==> src/rtl/fifo_arbiter_pkg.sv <==
// Shared definitions for the FIFO-bank arbiter: sizes, state encoding, helpers.
package fifo_arbiter_pkg;

  localparam int unsigned NUM_PORTS = 4;
  localparam int unsigned NUM_FIFOS = 8;
  localparam int unsigned DEST_W    = 2;
  localparam int unsigned STATE_W   = 3;

  typedef enum logic [STATE_W-1:0] {
    ST_RESET  = 3'd0,
    ST_INIT   = 3'd1,
    ST_IDLE   = 3'd2,
    ST_ACTIVE = 3'd3,
    ST_ERROR  = 3'd4
  } state_e;

  // One-hot strobe for a port index.
  function automatic logic [NUM_PORTS-1:0] port_onehot(input logic [DEST_W-1:0] idx);
    port_onehot      = '0;
    port_onehot[idx] = 1'b1;
  endfunction

endpackage

==> src/rtl/fifo_arbiter_if.sv <==
// Signals between the arbiter and the eight-FIFO bank (four inputs, four outputs).
interface fifo_arbiter_if
  import fifo_arbiter_pkg::*;
#(
  parameter int unsigned WORD_SIZE = 6,
  parameter int unsigned PTR_L     = 5
);

  logic [NUM_PORTS-1:0]           in_empty;
  logic [NUM_PORTS*WORD_SIZE-1:0] in_data;
  logic [NUM_PORTS-1:0]           out_almost_full;
  logic [NUM_FIFOS-1:0]           fifo_error;
  logic [NUM_PORTS-1:0]           in_rd;
  logic [NUM_PORTS-1:0]           out_wr;
  logic [WORD_SIZE-1:0]           out_data;
  logic [PTR_L-1:0]               full_threshold;
  logic [PTR_L-1:0]               empty_threshold;

  modport master (
    input  in_empty, in_data, out_almost_full, fifo_error,
    output in_rd, out_wr, out_data, full_threshold, empty_threshold
  );

  modport slave (
    output in_empty, in_data, out_almost_full, fifo_error,
    input  in_rd, out_wr, out_data, full_threshold, empty_threshold
  );

endinterface

==> src/rtl/fifo_arbiter_rr_select.sv <==
// Rotate-priority encoder: first eligible port after last_grant, wrapping mod 4.
module fifo_arbiter_rr_select
  import fifo_arbiter_pkg::*;
(
  input  logic [NUM_PORTS-1:0] i_eligible,
  input  logic [DEST_W-1:0]    i_last_grant,
  output logic                 o_grant_valid,
  output logic [DEST_W-1:0]    o_grant_idx
);

  // Scan from farthest to nearest so the nearest eligible port wins.
  always_comb begin
    o_grant_valid = 1'b0;
    o_grant_idx   = '0;
    for (int k = NUM_PORTS; k >= 1; k--) begin
      if (i_eligible[DEST_W'(int'(i_last_grant) + k)]) begin
        o_grant_valid = 1'b1;
        o_grant_idx   = DEST_W'(int'(i_last_grant) + k);
      end
    end
  end

endmodule

==> src/rtl/fifo_arbiter.sv <==
// FIFO bank controller: config FSM, round-robin input pop, registered output push.
module fifo_arbiter
  import fifo_arbiter_pkg::*;
#(
  parameter int unsigned WORD_SIZE = 6,
  parameter int unsigned PTR_L     = 5,
  parameter int unsigned DEF_FULL  = 3,
  parameter int unsigned DEF_EMPTY = 1
)(
  input  logic               clk,
  input  logic               reset_L,
  input  logic               init,
  input  logic [PTR_L-1:0]   full_threshold_in,
  input  logic [PTR_L-1:0]   empty_threshold_in,
  fifo_arbiter_if.master     bank,
  output logic [STATE_W-1:0] state,
  output logic               idle
);

  state_e                r_state;
  state_e                w_next_state;
  logic [DEST_W-1:0]     r_last_grant;
  logic [NUM_PORTS-1:0]  w_eligible;
  logic                  w_any_error;
  logic                  w_grant_valid;
  logic                  w_grant_en;
  logic [DEST_W-1:0]     w_grant_idx;
  logic [DEST_W-1:0]     w_grant_dest;
  logic [WORD_SIZE-1:0]  w_grant_word;

  assign w_any_error  = |bank.fifo_error;
  assign w_grant_word = bank.in_data[32'(w_grant_idx) * WORD_SIZE +: WORD_SIZE];
  assign w_grant_dest = w_grant_word[WORD_SIZE-1 -: DEST_W];
  assign state        = r_state;

  // A port may be served only if it has data and its destination can accept it.
  always_comb begin
    w_eligible = '0;
    for (int i = 0; i < NUM_PORTS; i++) begin
      w_eligible[i] = ~bank.in_empty[i] &
        ~bank.out_almost_full[bank.in_data[i*WORD_SIZE + WORD_SIZE - DEST_W +: DEST_W]];
    end
  end

  fifo_arbiter_rr_select u_rr_select (
    .i_eligible    (w_eligible),
    .i_last_grant  (r_last_grant),
    .o_grant_valid (w_grant_valid),
    .o_grant_idx   (w_grant_idx)
  );

  // Next-state and grant enable; an error in the same cycle kills the pop.
  always_comb begin
    w_next_state = r_state;
    w_grant_en   = 1'b0;
    case (r_state)
      ST_RESET:  w_next_state = ST_INIT;
      ST_INIT:   if (!init) w_next_state = ST_IDLE;
      ST_IDLE: begin
        if (w_any_error)          w_next_state = ST_ERROR;
        else if (init)            w_next_state = ST_INIT;
        else if (!(&bank.in_empty)) w_next_state = ST_ACTIVE;
      end
      ST_ACTIVE: begin
        if (w_any_error) begin
          w_next_state = ST_ERROR;
        end else begin
          w_grant_en = w_grant_valid;
          if (init)                 w_next_state = ST_INIT;
          else if (&bank.in_empty)  w_next_state = ST_IDLE;
        end
      end
      ST_ERROR:  w_next_state = ST_ERROR;
      default:   w_next_state = ST_RESET;
    endcase
  end

  // Pop strobe is combinational so the FWFT head is consumed in the grant cycle.
  always_comb begin
    bank.in_rd = '0;
    if (w_grant_en) bank.in_rd = port_onehot(w_grant_idx);
  end

  // State, idle flag and round-robin pointer.
  always_ff @(posedge clk or negedge reset_L) begin
    if (!reset_L) begin
      r_state      <= ST_RESET;
      idle         <= 1'b0;
      r_last_grant <= DEST_W'(NUM_PORTS - 1);
    end else begin
      r_state <= w_next_state;
      idle    <= (w_next_state == ST_IDLE);
      if (w_grant_en) r_last_grant <= w_grant_idx;
    end
  end

  // Output push one cycle after the pop; data holds when nothing is written.
  always_ff @(posedge clk or negedge reset_L) begin
    if (!reset_L) begin
      bank.out_wr   <= '0;
      bank.out_data <= '0;
    end else if (w_grant_en) begin
      bank.out_wr   <= port_onehot(w_grant_dest);
      bank.out_data <= w_grant_word;
    end else begin
      bank.out_wr   <= '0;
    end
  end

  // Thresholds track the config inputs while in INIT.
  always_ff @(posedge clk or negedge reset_L) begin
    if (!reset_L) begin
      bank.full_threshold  <= PTR_L'(DEF_FULL);
      bank.empty_threshold <= PTR_L'(DEF_EMPTY);
    end else if (r_state == ST_INIT) begin
      bank.full_threshold  <= full_threshold_in;
      bank.empty_threshold <= empty_threshold_in;
    end
  end

endmodule

==> src/flat_wrapper.sv <==
// flat-port wrapper written by rule: the top's interface ports become plain ports
module fifo_arbiter_flat import fifo_arbiter_pkg::*;
#(
  parameter int unsigned WORD_SIZE = 6,
  parameter int unsigned PTR_L     = 5,
  parameter int unsigned DEF_FULL  = 3,
  parameter int unsigned DEF_EMPTY = 1
)
  (clk, reset_L, init, full_threshold_in, empty_threshold_in, state, idle, bank_in_empty, bank_in_data, bank_out_almost_full, bank_fifo_error, bank_in_rd, bank_out_wr, bank_out_data, bank_full_threshold, bank_empty_threshold);
  fifo_arbiter_if #(.WORD_SIZE(WORD_SIZE), .PTR_L(PTR_L)) bank_i ();
  input  logic clk;
  input  logic reset_L;
  input  logic init;
  input  logic [PTR_L-1:0] full_threshold_in;
  input  logic [PTR_L-1:0] empty_threshold_in;
  output logic [STATE_W-1:0] state;
  output logic idle;
  input wire logic [$bits(bank_i.in_empty)-1:0] bank_in_empty;
  input wire logic [$bits(bank_i.in_data)-1:0] bank_in_data;
  input wire logic [$bits(bank_i.out_almost_full)-1:0] bank_out_almost_full;
  input wire logic [$bits(bank_i.fifo_error)-1:0] bank_fifo_error;
  output wire logic [$bits(bank_i.in_rd)-1:0] bank_in_rd;
  output wire logic [$bits(bank_i.out_wr)-1:0] bank_out_wr;
  output wire logic [$bits(bank_i.out_data)-1:0] bank_out_data;
  output wire logic [$bits(bank_i.full_threshold)-1:0] bank_full_threshold;
  output wire logic [$bits(bank_i.empty_threshold)-1:0] bank_empty_threshold;
  assign bank_i.in_empty = bank_in_empty;
  assign bank_i.in_data = bank_in_data;
  assign bank_i.out_almost_full = bank_out_almost_full;
  assign bank_i.fifo_error = bank_fifo_error;
  assign bank_in_rd = bank_i.in_rd;
  assign bank_out_wr = bank_i.out_wr;
  assign bank_out_data = bank_i.out_data;
  assign bank_full_threshold = bank_i.full_threshold;
  assign bank_empty_threshold = bank_i.empty_threshold;
  fifo_arbiter #(.WORD_SIZE(WORD_SIZE), .PTR_L(PTR_L), .DEF_FULL(DEF_FULL), .DEF_EMPTY(DEF_EMPTY)) u_core (.clk(clk), .reset_L(reset_L), .init(init), .full_threshold_in(full_threshold_in), .empty_threshold_in(empty_threshold_in), .bank(bank_i), .state(state), .idle(idle));
endmodule
==> config.mk <==
export PLATFORM = sky130hd
export DESIGN_NAME = fifo_arbiter_flat
export DESIGN_NICKNAME = d
export VERILOG_FILES = /design/src/rtl/fifo_arbiter_pkg.sv /design/src/rtl/fifo_arbiter_if.sv /design/src/rtl/fifo_arbiter_rr_select.sv /design/src/rtl/fifo_arbiter.sv /design/src/flat_wrapper.sv
export SDC_FILE = /design/constraint.sdc
export NUM_CORES = 1
export LEC_CHECK = 0
export ABC_AREA = 1
export CAP_MARGIN = 20
export CORE_ASPECT_RATIO = 0.9
export CORE_UTILIZATION = 43
export DETAILED_ROUTE_END_ITERATION = 12
export PLACE_DENSITY_LB_ADDON = 0.1
export SYNTH_ARGS = -nofsm -noshare
export SYNTH_HDL_FRONTEND = slang
export SYNTH_SLANG_ARGS = --single-unit
==> constraint.sdc <==
create_clock -name clk -period 2.4 [get_ports clk]
set_input_delay 0.6 -clock clk [delete_from_list [all_inputs] [get_ports clk]]
set_output_delay 0.6 -clock clk [all_outputs]
set_load 0.01 [all_outputs]
==> results of run 1 <==
==> registers in the layout, indices dropped and copies added, names as in the netlist <==
register	count
u_core.idle	1
u_core.r_last_grant	2
u_core.bank.full_threshold	5
u_core.bank.out_data	6
u_core.bank.empty_threshold	5
u_core.state	3
u_core.bank.out_wr	4
==> through the flow <==
step,instance area (µm²),setup WS (ps),total power (µW)
after floorplan,1897,70.31,1091
after global placement,2978,-981.0,1539
after detailed placement,2978,-983.3,1554
after CTS,3312,-138.9,1960
after global routing,3378,-273.5,2107
final,3378,-213.7,1970
==> Yosys cell counts <==
master,n
nand4_1,2
nor2_4,1
nand3_2,11
clkbuf_1,1
o21ai_0,3
nand2_1,109
buf_2,1
buf_8,1
clkinv_1,1
nand2_2,10
inv_2,8
nand3_4,2
inv_4,2
buf_4,1
o21bai_1,1
nand2_4,4
nand3_1,39
o32ai_1,1
nor4_1,2
dfrtp_1,21
nor2_1,14
buf_6,1
nor2_2,3
nor3_1,4
inv_1,20
nand2_8,3
dfstp_2,5
==> worst max-delay path: cells and delay by family <==
family	cells	cell delay [ps]
simple gates	6	920
buf+inv	3	500
==> routing by layer <==
metal	GRT usage [%]	vias to the layer above	wire, µm
met4	4.412	0	69
met5	0	-	0
met2	44.10	91	2957
met1	31.87	1052	2407
met3	4.821	10	389
li1	-	1145	-
==> where the power goes <==
part	internal [µW]	leakage, µW	switching, µW
logic	491	0.00140	489
clock network	223	0.0000357	132
registers	569	0.000330	66.2
==> area by class of cell <==
| type | count | area, µm² |
|---|---|---|
| Multi-Input combinational cell | 209 | 1220 |
| Tap cell | 60 | 75.07 |
| Clock inverter | 1 | 30.03 |
| Inverter | 31 | 123.9 |
| Clock buffer | 3 | 41.29 |
| Timing Repair Buffer | 145 | 1231 |
| Sequential cell | 26 | 656.9 |
| Fill cell | 268 | 778.2 |
==> cells in the final DEF, fill, tap and decap left out, types with 3 or more instances in the layout <==
cell type	n
nand2_1	96
buf_4	65
clkdlybuf4s50_1	54
nand3_1	28
nand3_2	21
dfrtp_1	21
nand2_2	18
inv_2	16
buf_2	13
inv_1	11
nor2_1	11
nand2_4	9
dlygate4sd2_1	8
nor2_2	5
dfstp_2	5
nor3_1	3
o21ai_0	3
inv_4	3
nand3_4	3
nand2_8	3
clkbuf_8	3
==> cell families after synthesis <==
| kind of cell | count (synthesis) |
|---|---|
| AOI/OAI and AO/OA | 5 |
| DFF | 26 |
| and+or+nand+nor | 204 |
| buffers and inverters | 36 |
==> worst min path at each step <==
stage / end / slack, ps / cells after the start
after floorplan: u_core.bank.empty_threshold[1] / 300 / 0
after global placement: u_core.bank.empty_threshold[0] / 450 / 2
after detailed placement: u_core.bank.full_threshold[1] / 460 / 2
after CTS: u_core.bank.full_threshold[1] / 470 / 2
after global routing: u_core.bank.full_threshold[1] / 480 / 2
final: u_core.bank.full_threshold[1] / 470 / 2
==> timing repair <==
item / in CTS / in global routing
hold endpoints to repair: 0 / 0
endpoints found under the setup margin: 8 / 9
resized for setup: 109 / 15
pin swaps: 31 / 17
buffers inserted: 31 / 2
==> run_results.csv, run 1 <==
group,metric,value,unit
cts,ctsHtreeMaxLevel,1,
critical_path,path_max_fanout,3,
detailed_routing,ant_nets,0,
synth,seq_area_frac_synth,34.63,%
floorplanning,die_h,65.01,µm
floorplanning,die_area,0.004681,mm²
synth,synth_top_family_by_area,"simple AND/OR/NAND/NOR gates",
grt,grt_max_degree,27,
synth,synthAdderAreaFrac,0,%
critical_path,worstSetupPathType,"input port to output port",
critical_path,path_cells,"dlygate4sd2_1 > nor4_2 > nand4_1 > nor2_2 > nand3_2 > inv_2 > nand2_2 > nor2_1 > buf_2",
critical_path,cp.required,1800,ps
synth,ys_ff_latch,26,
synth,yosysTopAreaCell,"dfrtp_1",
critical_path,cp-start-kind,"input port",
sta,fin_ws,-213.7,ps
detailed_routing,wl_per_cell,12.26,µm
detailed_routing,drc,0,
cts,cts_tree,"built",
detailed_routing,dr.pass1.iters,4,
critical_path,timing.rr.start,"u_core.r_last_grant[0]",
critical_path,crit_start,"bank_fifo_error[6]",
synth,synth.avg_cell_area,6.999,µm²
synth,synth_nets,324,
critical_path,cp-end-kind,"output port",
sta,final.period_utilization,108.9,%
outcome,status,"finished, violations left",
placed_design,dp_hpwl,3.969,mm
synth,synth.area.mux_share,0,%
detailed_routing,initialDrtViolationCount,100,
cells_and_area,fin_nets,469,
run,maxCapViolations,0,
floorplanning,die_w,72.01,µm
sta,rsz0062_at_grt,"yes",
placed_design,place.gp.congestion,0.8451,
cts,clock_sinks,26,
critical_path,cpPeakStageDelay,280,ps
synth,synth_area,0.001897,mm²
power,power.density,583.1,mW/mm²
synth,synth_cell_types,27,
synth,synthesis.yosys.warnings,0,
critical_path,rrSetupSlack,210,ps
sta,slew_violations,0,
critical_path,crit_arrival,2010,ps
cells_and_area,drive_gt1_share,41.45,%
sta,setup_viol_count_final,4,
sta,worst_pin_slew,427.3,ps
synth,yosys-top-cells-area,"dfrtp_1 28%, nand2_1 22%, nand3_1 10%",
grt,first_global_vias,2061,
sta,max_freq,382.6,MHz
floorplanning,core_area,0.004156,mm²
sta,hold_ws,469.6,ps
sta,tns,-736.4,ps
sta,relSlewSlack,71.25,%
worst_hold_path,hold_start,"u_core.bank.full_threshold[1]",
cells_and_area,synthToLayoutAreaGrowth,78.10,%
cts,cts_hold_buffers,0,
critical_path,rr_worst_depth,17,
power,p_leak,0.001769,µW
grt,antenna_found_initial,0,
grt,grt.total_usage,24.94,%
cells_and_area,diodes,0,
grt,overflow,0,
sta,fin_crit,2614,ps
floorplanning,ios,81,
synth,synth_xor_area_share,0,%
outcome,violations,"negative setup slack",
cts,clk_pin_slew,90,ps
placed_design,dp.cells,439,
synth,synthSimpleGateAreaFrac,55.08,%
cts,cts-root-buf,"clkbuf_8",
floorplanning,start_util,45.64,%
detailed_routing,vias,2298,
critical_path,r2r-end,"u_core.bank.out_data[0]",
placed_design,port_buffers,80,
cts,clockBufferDepth,2,
detailed_routing,drt_wl_total,5.823,mm
sta,hold_violations,0,
synth,synthesis.instances,271,
cells_and_area,stdcell_count,475,
detailed_routing,via_per_inst,4.838,
power,vdd_drop_max,532.0,µV
grt,grt_pass1_wl,9.149,mm
floorplanning,row_count,22,
synth,synth_compound_area_share,1.649,%
critical_path,cp_slowest_cell,"nor4_2",
synth,synth_top_area_share,27.70,%
cts,cts_buffers,3,
sta,finalClockSkew,8.320,ps
critical_path,crit_end,"bank_in_rd[2]",
cts,worstSkewPairLatency,270,ps
cells_and_area,post-route-util,81.28,%
worst_hold_path,hold_path_class,"flip-flop to flip-flop",
Power figures use the tool's default switching activity.
==> run 2: changes to the inputs <==
- HOLD_SLACK_MARGIN: not set -> 0.12
==> results of run 2 <==
The final DEF is identical to that of run 1; final timing and power are the same.
==> run 3: changes to the inputs <==
- CTS_CLUSTER_DIAMETER: not set -> 40
- SLEW_MARGIN: not set -> 20
==> results of run 3 <==
The final DEF is identical to that of run 1; final timing and power are the same.
